$ cat config.mk
export PLATFORM = sky130hd
export DESIGN_NAME = noc_ni_packetizer
export DESIGN_NICKNAME = d
export VERILOG_FILES = /design/src/rtl/noc_pkg.sv /design/src/rtl/noc_credit_counter.sv /design/src/rtl/noc_ni_packetizer.sv
export SDC_FILE = /design/constraint.sdc
export NUM_CORES = 1
export LEC_CHECK = 0
export ABC_CLOCK_PERIOD_IN_PS = 4000
export CAP_MARGIN = 15
export CORE_ASPECT_RATIO = 1.1
export CORE_MARGIN = 5
export CORE_UTILIZATION = 50
export DETAILED_ROUTE_END_ITERATION = 8
export PLACE_DENSITY_LB_ADDON = 0.08
export SYNTH_ARGS = -nofsm -noshare
export SYNTH_HDL_FRONTEND = slang
export SYNTH_SLANG_ARGS = --single-unit
$ cat constraint.sdc
create_clock -name clk -period 4 [get_ports clk]
set_clock_uncertainty 0.05 [all_clocks]
set_input_delay 1 -clock clk [delete_from_list [all_inputs] [get_ports clk]]
set_output_delay 1 -clock clk [all_outputs]
set_load 0.01 [all_outputs]
$ cat src/rtl/noc_pkg.sv
// Shared NoC types: flit format, NI injection FSM states and flit builders.
`timescale 1ns/1ps
package noc_pkg;

    localparam int DEST_ADDR_SIZE_X   = 4;
    localparam int DEST_ADDR_SIZE_Y   = 4;
    localparam int MESH_NODE_ID_WIDTH = 12;
    localparam int PAYLOAD_DATA_WIDTH = 32;

    localparam int HEAD_PL_W = MESH_NODE_ID_WIDTH + PAYLOAD_DATA_WIDTH;
    localparam int FLIT_PL_W = DEST_ADDR_SIZE_X + DEST_ADDR_SIZE_Y + HEAD_PL_W;

    typedef enum logic [1:0] {
        HEAD     = 2'd0,
        BODY     = 2'd1,
        TAIL     = 2'd2,
        HEADTAIL = 2'd3
    } flit_label_t;

    typedef struct packed {
        logic [DEST_ADDR_SIZE_X-1:0] x_dest;
        logic [DEST_ADDR_SIZE_Y-1:0] y_dest;
        logic [HEAD_PL_W-1:0]        head_pl;
    } head_fields_t;

    // Head and body/tail flits share one payload field of identical width.
    typedef union packed {
        head_fields_t         head;
        logic [FLIT_PL_W-1:0] bt_pl;
    } flit_payload_t;

    typedef struct packed {
        flit_label_t   label;
        flit_payload_t payload;
    } flit_novc_t;

    typedef enum logic [1:0] {
        NI_IDLE = 2'd0,
        NI_HEAD = 2'd1,
        NI_BODY = 2'd2
    } ni_state_t;

    function automatic flit_novc_t build_head_flit(
        input logic [DEST_ADDR_SIZE_X-1:0]   x,
        input logic [DEST_ADDR_SIZE_Y-1:0]   y,
        input logic [MESH_NODE_ID_WIDTH-1:0] src,
        input logic [PAYLOAD_DATA_WIDTH-1:0] data
    );
        flit_novc_t f;
        f.label                = HEAD;
        f.payload.head.x_dest  = x;
        f.payload.head.y_dest  = y;
        f.payload.head.head_pl = {src, data};
        return f;
    endfunction

    function automatic flit_novc_t build_bt_flit(
        input flit_label_t                   label,
        input logic [PAYLOAD_DATA_WIDTH-1:0] data
    );
        flit_novc_t f;
        f.label         = label;
        f.payload.bt_pl = {{(FLIT_PL_W-PAYLOAD_DATA_WIDTH){1'b0}}, data};
        return f;
    endfunction

endpackage

$ cat src/rtl/noc_credit_counter.sv
// Credit counter for one downstream buffer: starts full, saturates at DEPTH
// and flags a sticky error when a credit arrives with nothing outstanding.
`timescale 1ns/1ps
module noc_credit_counter #(
    parameter int DEPTH = 8,
    localparam int W    = $clog2(DEPTH + 1)
) (
    input  logic         clk,
    input  logic         rst_n,
    input  logic         inc,
    input  logic         dec,
    output logic [W-1:0] count,
    output logic         nonzero,
    output logic         overflow_err
);

    logic [W-1:0] count_q, count_d;
    logic         err_q, err_d;

    always_comb begin
        count_d = count_q;
        err_d   = err_q;
        if (inc && !dec) begin
            if (count_q == W'(DEPTH)) begin
                err_d = 1'b1;
            end else begin
                count_d = count_q + W'(1);
            end
        end else if (dec && !inc && count_q != '0) begin
            count_d = count_q - W'(1);
        end
    end

    always_ff @(posedge clk) begin
        if (!rst_n) begin
            count_q <= W'(DEPTH);
            err_q   <= 1'b0;
        end else begin
            count_q <= count_d;
            err_q   <= err_d;
        end
    end

    assign count        = count_q;
    assign nonzero      = (count_q != '0);
    assign overflow_err = err_q;

endmodule

$ cat src/rtl/noc_ni_packetizer.sv
// NI injection stage: turns a descriptor plus payload beats into a
// HEAD/BODY/TAIL (or HEADTAIL) flit stream, credit-flow-controlled.
`timescale 1ns/1ps
module noc_ni_packetizer
    import noc_pkg::*;
#(
    parameter int MAX_BEATS    = 16,
    parameter int BUFFER_DEPTH = 8,
    localparam int BEAT_W      = $clog2(MAX_BEATS + 1),
    localparam int CRED_W      = $clog2(BUFFER_DEPTH + 1)
) (
    input  logic                          clk,
    input  logic                          rst_n,
    input  logic                          req_valid_i,
    output logic                          req_ready_o,
    input  logic [DEST_ADDR_SIZE_X-1:0]   req_x_dest_i,
    input  logic [DEST_ADDR_SIZE_Y-1:0]   req_y_dest_i,
    input  logic [MESH_NODE_ID_WIDTH-1:0] req_src_i,
    input  logic [BEAT_W-1:0]             req_beats_i,
    input  logic                          data_valid_i,
    output logic                          data_ready_o,
    input  logic [PAYLOAD_DATA_WIDTH-1:0] data_i,
    output logic                          flit_valid_o,
    output logic [$bits(flit_novc_t)-1:0] flit_o,
    input  logic                          credit_i,
    output logic                          busy_o,
    output logic [CRED_W-1:0]             credit_cnt_o,
    output logic                          credit_err_o
);

    ni_state_t                     state_q, state_d;
    logic [DEST_ADDR_SIZE_X-1:0]   x_q, x_d;
    logic [DEST_ADDR_SIZE_Y-1:0]   y_q, y_d;
    logic [MESH_NODE_ID_WIDTH-1:0] src_q, src_d;
    logic [BEAT_W-1:0]             beats_q, beats_d;
    logic [BEAT_W-1:0]             idx_q, idx_d;
    flit_novc_t                    flit_q, flit_d;
    logic                          flit_valid_q, flit_valid_d;
    logic                          cred_ok;
    logic                          emit;

    always_comb begin
        state_d      = state_q;
        x_d          = x_q;
        y_d          = y_q;
        src_d        = src_q;
        beats_d      = beats_q;
        idx_d        = idx_q;
        flit_d       = flit_q;
        flit_valid_d = 1'b0;
        req_ready_o  = 1'b0;
        data_ready_o = 1'b0;
        emit         = 1'b0;

        case (state_q)
            NI_IDLE: begin
                req_ready_o = 1'b1;
                if (req_valid_i) begin
                    x_d     = req_x_dest_i;
                    y_d     = req_y_dest_i;
                    src_d   = req_src_i;
                    beats_d = (req_beats_i == '0) ? BEAT_W'(1) : req_beats_i;
                    idx_d   = '0;
                    state_d = NI_HEAD;
                end
            end
            NI_HEAD: begin
                data_ready_o = cred_ok;
                if (data_valid_i && cred_ok) begin
                    emit         = 1'b1;
                    flit_valid_d = 1'b1;
                    flit_d       = build_head_flit(x_q, y_q, src_q, data_i);
                    if (beats_q == BEAT_W'(1)) begin
                        flit_d.label = HEADTAIL;
                        state_d      = NI_IDLE;
                    end else begin
                        state_d = NI_BODY;
                    end
                end
            end
            NI_BODY: begin
                data_ready_o = cred_ok;
                if (data_valid_i && cred_ok) begin
                    emit         = 1'b1;
                    flit_valid_d = 1'b1;
                    idx_d        = idx_q + BEAT_W'(1);
                    // idx counts body beats already sent; the head was beat 0.
                    if ((idx_q + BEAT_W'(1)) == (beats_q - BEAT_W'(1))) begin
                        flit_d  = build_bt_flit(TAIL, data_i);
                        state_d = NI_IDLE;
                    end else begin
                        flit_d = build_bt_flit(BODY, data_i);
                    end
                end
            end
            default: state_d = NI_IDLE;
        endcase
    end

    always_ff @(posedge clk) begin
        if (!rst_n) begin
            state_q      <= NI_IDLE;
            beats_q      <= '0;
            idx_q        <= '0;
            flit_q       <= '0;
            flit_valid_q <= 1'b0;
        end else begin
            state_q      <= state_d;
            beats_q      <= beats_d;
            idx_q        <= idx_d;
            flit_q       <= flit_d;
            flit_valid_q <= flit_valid_d;
        end
    end

    // Descriptor fields are only read after a handshake, so they skip reset.
    always_ff @(posedge clk) begin
        x_q   <= x_d;
        y_q   <= y_d;
        src_q <= src_d;
    end

    noc_credit_counter #(
        .DEPTH(BUFFER_DEPTH)
    ) u_credit (
        .clk         (clk),
        .rst_n       (rst_n),
        .inc         (credit_i),
        .dec         (emit),
        .count       (credit_cnt_o),
        .nonzero     (cred_ok),
        .overflow_err(credit_err_o)
    );

    assign busy_o       = (state_q != NI_IDLE);
    assign flit_o       = flit_q;
    assign flit_valid_o = flit_valid_q;

endmodule

Word level (Yosys, flattened, before mapping) --
Cells that the tools add are included.
Storage, ports and cells: word-level logic and storage cells 67, flip-flop bits (word level) 92
Operators by class: multiplexer cells 22, reductions and logical operators 20, add/subtract/negate cells 4, equal/unequal tests 10
Operators by type and width (number):
- two-way mux 54 bit | 3
- one-hot mux 54 bit (2 select lines) | 1
- two-way mux 5 bit | 3
- two-way mux 2 bit | 6
- two-way mux 4 bit | 3
- != test 2 bit, second input constant | 5
- one-hot mux 5 bit (2 select lines) | 1
- nonzero test 2 bit | 4
- one-hot mux 2 bit (3 select lines) | 1
- AND reduction 2 bit | 3
- AND reduction 3 bit | 2
- adder 5 x 1 -> 5 bit, second input constant | 1
- equality test 5 x 1 -> 1 bit, second input constant | 1
- equality test 5 bit | 1
- zero test 5 bit | 1
- subtractor 5 x 1 -> 5 bit, second input constant | 1
- adder 4 x 1 -> 4 bit, second input constant | 1
- equality test 4 bit, second input constant | 1
- logical AND 1 bit | 4
- two-way mux 1 bit | 4
- AND reduction 4 bit | 1
- nonzero test 4 bit | 1
- subtractor 4 x 1 -> 4 bit, second input constant | 1
- equality test 2 x 1 -> 1 bit, second input constant | 1
- 4 further kinds | 5

Depth between registers and ports, before layout --
word-level depth 8, depth in mapped cells 10

Cells and area by module --
Synthesis repeated with hierarchy kept, for this count alone.
Unflattened totals: cell total of the unflattened synthesis 370, area total of the unflattened synthesis 3698.5 um^2
By module, submodules not included:
- noc_ni_packetizer | cells an instance 333, sequential area each 1941.9 um^2, times used 1, area each 3355.7 um^2
- noc_credit_counter | cells an instance 37, sequential area each 100.1 um^2, times used 1, area each 342.8 um^2

Least setup slack after synthesis --
Ideal clock, no wire load.
path kind input-to-reg, start point in data_valid_i, end point reg u_credit.count_q[3], in the netlist u_credit.count[3], library setup time 0.125 ns, path buffers 0, required time 3.825 ns, slack 1.650 ns, cell stages on the path 8, arrival 2.175 ns, cells stage by stage nand3_2 nand2_1 ha_1 a21o_1 a21oi_1 xnor2_1 and3_2 o21ai_2
On the way: longest elaborated chain between the ends 7, elaborated cells on any way between the ends 11, those cells by class 1 x eq/ne; 3 x mux; 7 x reduce/logical
Ends and longest elaborated chain:
- from (decl) | RTL line noc_ni_packetizer.sv:20 | input logic data_valid_i,
- logical AND 1 bit * | RTL line noc_ni_packetizer.sv:69, noc_ni_packetizer.sv:83
- two-way mux 1 bit * | RTL line noc_ni_packetizer.sv:69, noc_ni_packetizer.sv:83
- two-way mux 1 bit *
- zero test 1 bit or logical AND 1 bit (tied branches) | RTL line noc_credit_counter.sv:23, noc_credit_counter.sv:29
- logical AND 1 bit, on equally long branches | RTL line noc_credit_counter.sv:23, noc_credit_counter.sv:29
- != test 2 bit (no source line) or nonzero test 2 bit (tied branches)
- AND reduction 2 bit (no source line)
- to (signal assigned) | RTL line noc_credit_counter.sv:36 | count_q <= W'(DEPTH);
- to (signal assigned) | RTL line noc_credit_counter.sv:39 | count_q <= count_d;
- to (decl) | RTL line noc_credit_counter.sv:17 | logic [W-1:0] count_q, count_d;
Mark *: on every way between the ends. The rest lies on a longest branch, timed or not. A chain may end at the register's enable or synchronous reset.

Final worst setup path --
start point reg u_credit.count_q[0], in the netlist u_credit.count[0], end point out data_ready_o
On the way: longest elaborated chain between the ends 2
Ends and longest elaborated chain:
- nonzero test 4 bit | RTL line noc_credit_counter.sv:45 | assign nonzero = (count_q != '0);
- two-way mux 1 bit | RTL line noc_ni_packetizer.sv:55 | case (state_q)
- to (decl) | RTL line noc_ni_packetizer.sv:21 | output logic data_ready_o,
Every way passes these cells.

==> metrics.md <==
| Metric | Value |
|---|---|
| Avg Vias per Cell | `4.94` |
| Sum of overflow across all layers after global routing | `0` |
| Sequential element share of the synthesized area | `52.8%` |
| Most used standard cells in the synthesized netlist | `104 x sky130_fd_sc_hd__nand2_1, 72 x sky130_fd_sc_hd__dfxtp_1, 29 x sky130_fd_sc_hd__a21boi_2` |
| Peak ir drop on the vdd network | `0.000348 V` |
| Post-route antenna net violation count | `0` |
| Leakage power | `0.00190 µW` |
| Slew at the pin closest to its max-slew limit | `1080 ps` |
| DR vias | `3015` |
| CORE AREA | `7510 µm²` |
| Final weighted congestion of routability-driven global placement | `0.787` |
| Period minus WS final | `3070 ps` |
| Clock tree from TritonCTS | `yes` |
| Register-to-register path setup slack | `1500 ps` |
| Count of cells resized by post-cts repair | `0` |
| Clock latency at the later pin of the worst-skew pair | `350 ps` |
| Final wirelength | `8770 µm` |
| Maximum net fanout on the critical path | `7` |
| Share of layout cells above drive strength 1 | `11.1%` |
| Post-Synthesis Cell Area | `3860 µm²` |
| Total of warnings raised by yosys | `0` |
| Wire length per cell after detailed routing | `14.4 µm` |
| Count of mapped cells out of synthesis | `384` |
| Data required time at the worst endpoint | `2950 ps` |
| Final hold vios | `0` |
| Multi-input gate area | `1660 µm²` |
| Unrepaired setup endpoints after global routing | `no` |
| Launching element type of the critical path | `flip-flop` |
| Starting Density | `51.4%` |
| DRC marker count from the first detailed-route iteration | `148` |
| Number of different library cells in the post-synthesis netlist | `44` |
| CP max stage cell | `sky130_fd_sc_hd__or4_4` |
| Vias in the first global route | `3024` |
| Most area-consuming cells after synthesis | `sky130_fd_sc_hd__dfxtp_1 37%, sky130_fd_sc_hd__edfxtp_1 16%, sky130_fd_sc_hd__nand2_1 10%, sky130_fd_sc_hd__a21boi_2 8.5%, sky130_fd_sc_hd__a21boi_1 3.9%` |
| Slowest cell delay on critical path | `570 ps` |
| Placed wire-length estimate | `6200 µm` |
| Final Cycle Share | `76.8%` |
| Aggregate negative setup slack | `0 ps` |
| List of cells traversed by the critical path | `or4_4, and2_2, clkdlybuf4s50_1` |
| Cell Pwr Density | `583 nW/µm²` |
| Fmax achieved | `326 MHz` |
| First-pass GRT wire length | `14500 µm` |
| Die width | `93.8 µm` |
| Type of the worst setup path | `reg -> out` |
| Number of buffers added on ports | `124` |
| Number of nets in the layout | `571` |
| Number of register bits inferred by synthesis | `92` |
| Type of destination of the critical path | `primary output` |
| Standard-cell row count | `33` |
| Post-synth EDFFs | `20` |
| Number of clock buffers inserted by TritonCTS | `9` |
| Most repeated cell in the gate-level netlist after synthesis | `sky130_fd_sc_hd__nand2_1` |
| Proportion of netlist area held by the largest area contributor | `37.3%` |
| Data arrival time at the worst-slack endpoint | `2020 ps` |
| Growth of design area from synthesis to finish | `38.5%` |
| Die Outline Area | `9590 µm²` |
| Antenna diode instance count | `0` |
| Die Ht | `102 µm` |
| Count of final max-slew check failures | `0` |
| Maximum number of pins on one net before global-route repair | `75` |
| Path class of the lowest-slack min-delay path | `reg -> reg` |
| Async SR Flop Fraction | `0%` |
| Status | `finished clean` |
| Number of max-capacitance violations reported | `0` |
| Setup repair bufs after CTS | `0` |
| Register area | `2040 µm²` |
| Ports placed on the boundary | `125` |
| CTS max path bufs | `2` |
| # hold bufs at CTS | `0` |
| Number of detailed-route iterations in the first pass | `4` |
| Worst slew margin relative to its limit | `28.1%` |
| Total placed cells including tap cells | `594` |
| DRC violation count after routing | `0` |
| Root cell of the clock tree | `sky130_fd_sc_hd__clkbuf_8` |
| Net count after synthesis | `455` |
| CTS HTree Levels | `3` |
| Final Non-Filler Cells | `610` |
| Number of antenna violations at the first check in global routing | `0` |
| Average cell area after synthesis | `10.1 µm²` |
| Clock Sink Count | `92` |
| CTS clk-pin slew, worst paths | `90 ps` |
| Total track usage | `19.0%` |
| Number of setup violations in the final report | `0` |
| Count of fill cells added during filler insertion | `594` |
| Ys flop type | `sky130_fd_sc_hd__dfxtp_1` |
| Most area-hungry cell type in the Yosys netlist | `sky130_fd_sc_hd__dfxtp_1` |
==> cell families after synthesis <==
| group | count (synthesis) | synth area share (%) |
|---|---|---|
| buffers and inverters | 29 | 4.31 |
| adders and majority gates | 9 | 3.11 |
| AOI/OAI and AO/OA | 78 | 17.6 |
| xor gates and xnor gates | 14 | 3.17 |
| and+or+nand+nor | 158 | 17.9 |
| DFF | 92 | 52.8 |
| muxes | 4 | 1.04 |
==> report_power, final <==
group          switching (µW)  internal, µW  leakage (µW)  total, µW
clock                     331           355      0.000105        686
combinational             590           570       0.00102       1160
sequential                118          1160      0.000777       1270
total                    1040          2080       0.00190       3120
==> layout make-up <==
class	instances	area share (%)
multi-input cells	263	31.1
repair buffers	126	23.6
inverters	8	0.561
flip-flops and latches	92	38.1
well taps	105	2.45
clock buffers	9	2.31
clock inverters	7	1.85
==> cell usage in the layout (no fill, tap or decap), types with 9 or more instances in the layout <==
cell / Yosys / routed
sky130_fd_sc_hd__a21boi_1: 20 / 20
sky130_fd_sc_hd__a21boi_2: 29 / 29
sky130_fd_sc_hd__clkbuf_8: 0 / 9
sky130_fd_sc_hd__clkdlybuf4s50_1: 0 / 123
sky130_fd_sc_hd__dfxtp_1: 72 / 72
sky130_fd_sc_hd__edfxtp_1: 20 / 20
sky130_fd_sc_hd__nand2_1: 104 / 104
sky130_fd_sc_hd__nand3_1: 24 / 24
sky130_fd_sc_hd__xnor2_1: 9 / 9
==> worst max-delay path, delay by kind of cell (launching register included) <==
kind / cells / cell delay [ps]
and+or+nand+nor: 2 / 790
DFF: 1 / 410
buffers and inverters: 1 / 470
==> worst paths after layout <==
| kind | from | endpoint | cells past startpoint |
|---|---|---|---|
| max reg2reg | u_credit.count[0] | u_credit.count[3] | 9 |
| min reg2reg | flit_o[32] | flit_o[32] | 2 |
| max | u_credit.count[0] | data_ready_o | 3 |
| min | flit_o[32] | flit_o[32] | 2 |
==> per-stage QoR <==
step	worst slack, ps	instance area (µm²)	hold WS (ps)	util, %	total power (µW)
5_1_grt	862	5350	426	71.2	3320
4_1_cts	905	5350	403	71.2	3160
3_5_place_dp	954	5130	393	68.3	2470
6_report	929	5350	400	71.2	3120
3_3_place_gp	1000	5130	387	68.3	2440
2_1_floorplan	1650	3860	401	-	1990
==> sequential cells by signal, summed over array words and instances (netlist names) <==
name	flops
flit_o	54
src_q	12
beats_q	5
idx_q	5
u_credit.count	4
x_q	4
y_q	4
state_q	2
flit_valid_o	1
u_credit.overflow_err	1
==> metal layers <==
layer / share of wire, % / GRT usage [%] / vias to the layer above
met5: 0 / 0 / -
met4: 1.1 / 7.11 / 0
met3: 6.8 / 3.83 / 8
met2: 49 / 32.2 / 108
met1: 43 / 24.0 / 1373
li1: - / - / 1526
Power figures use the tool's default switching activity.
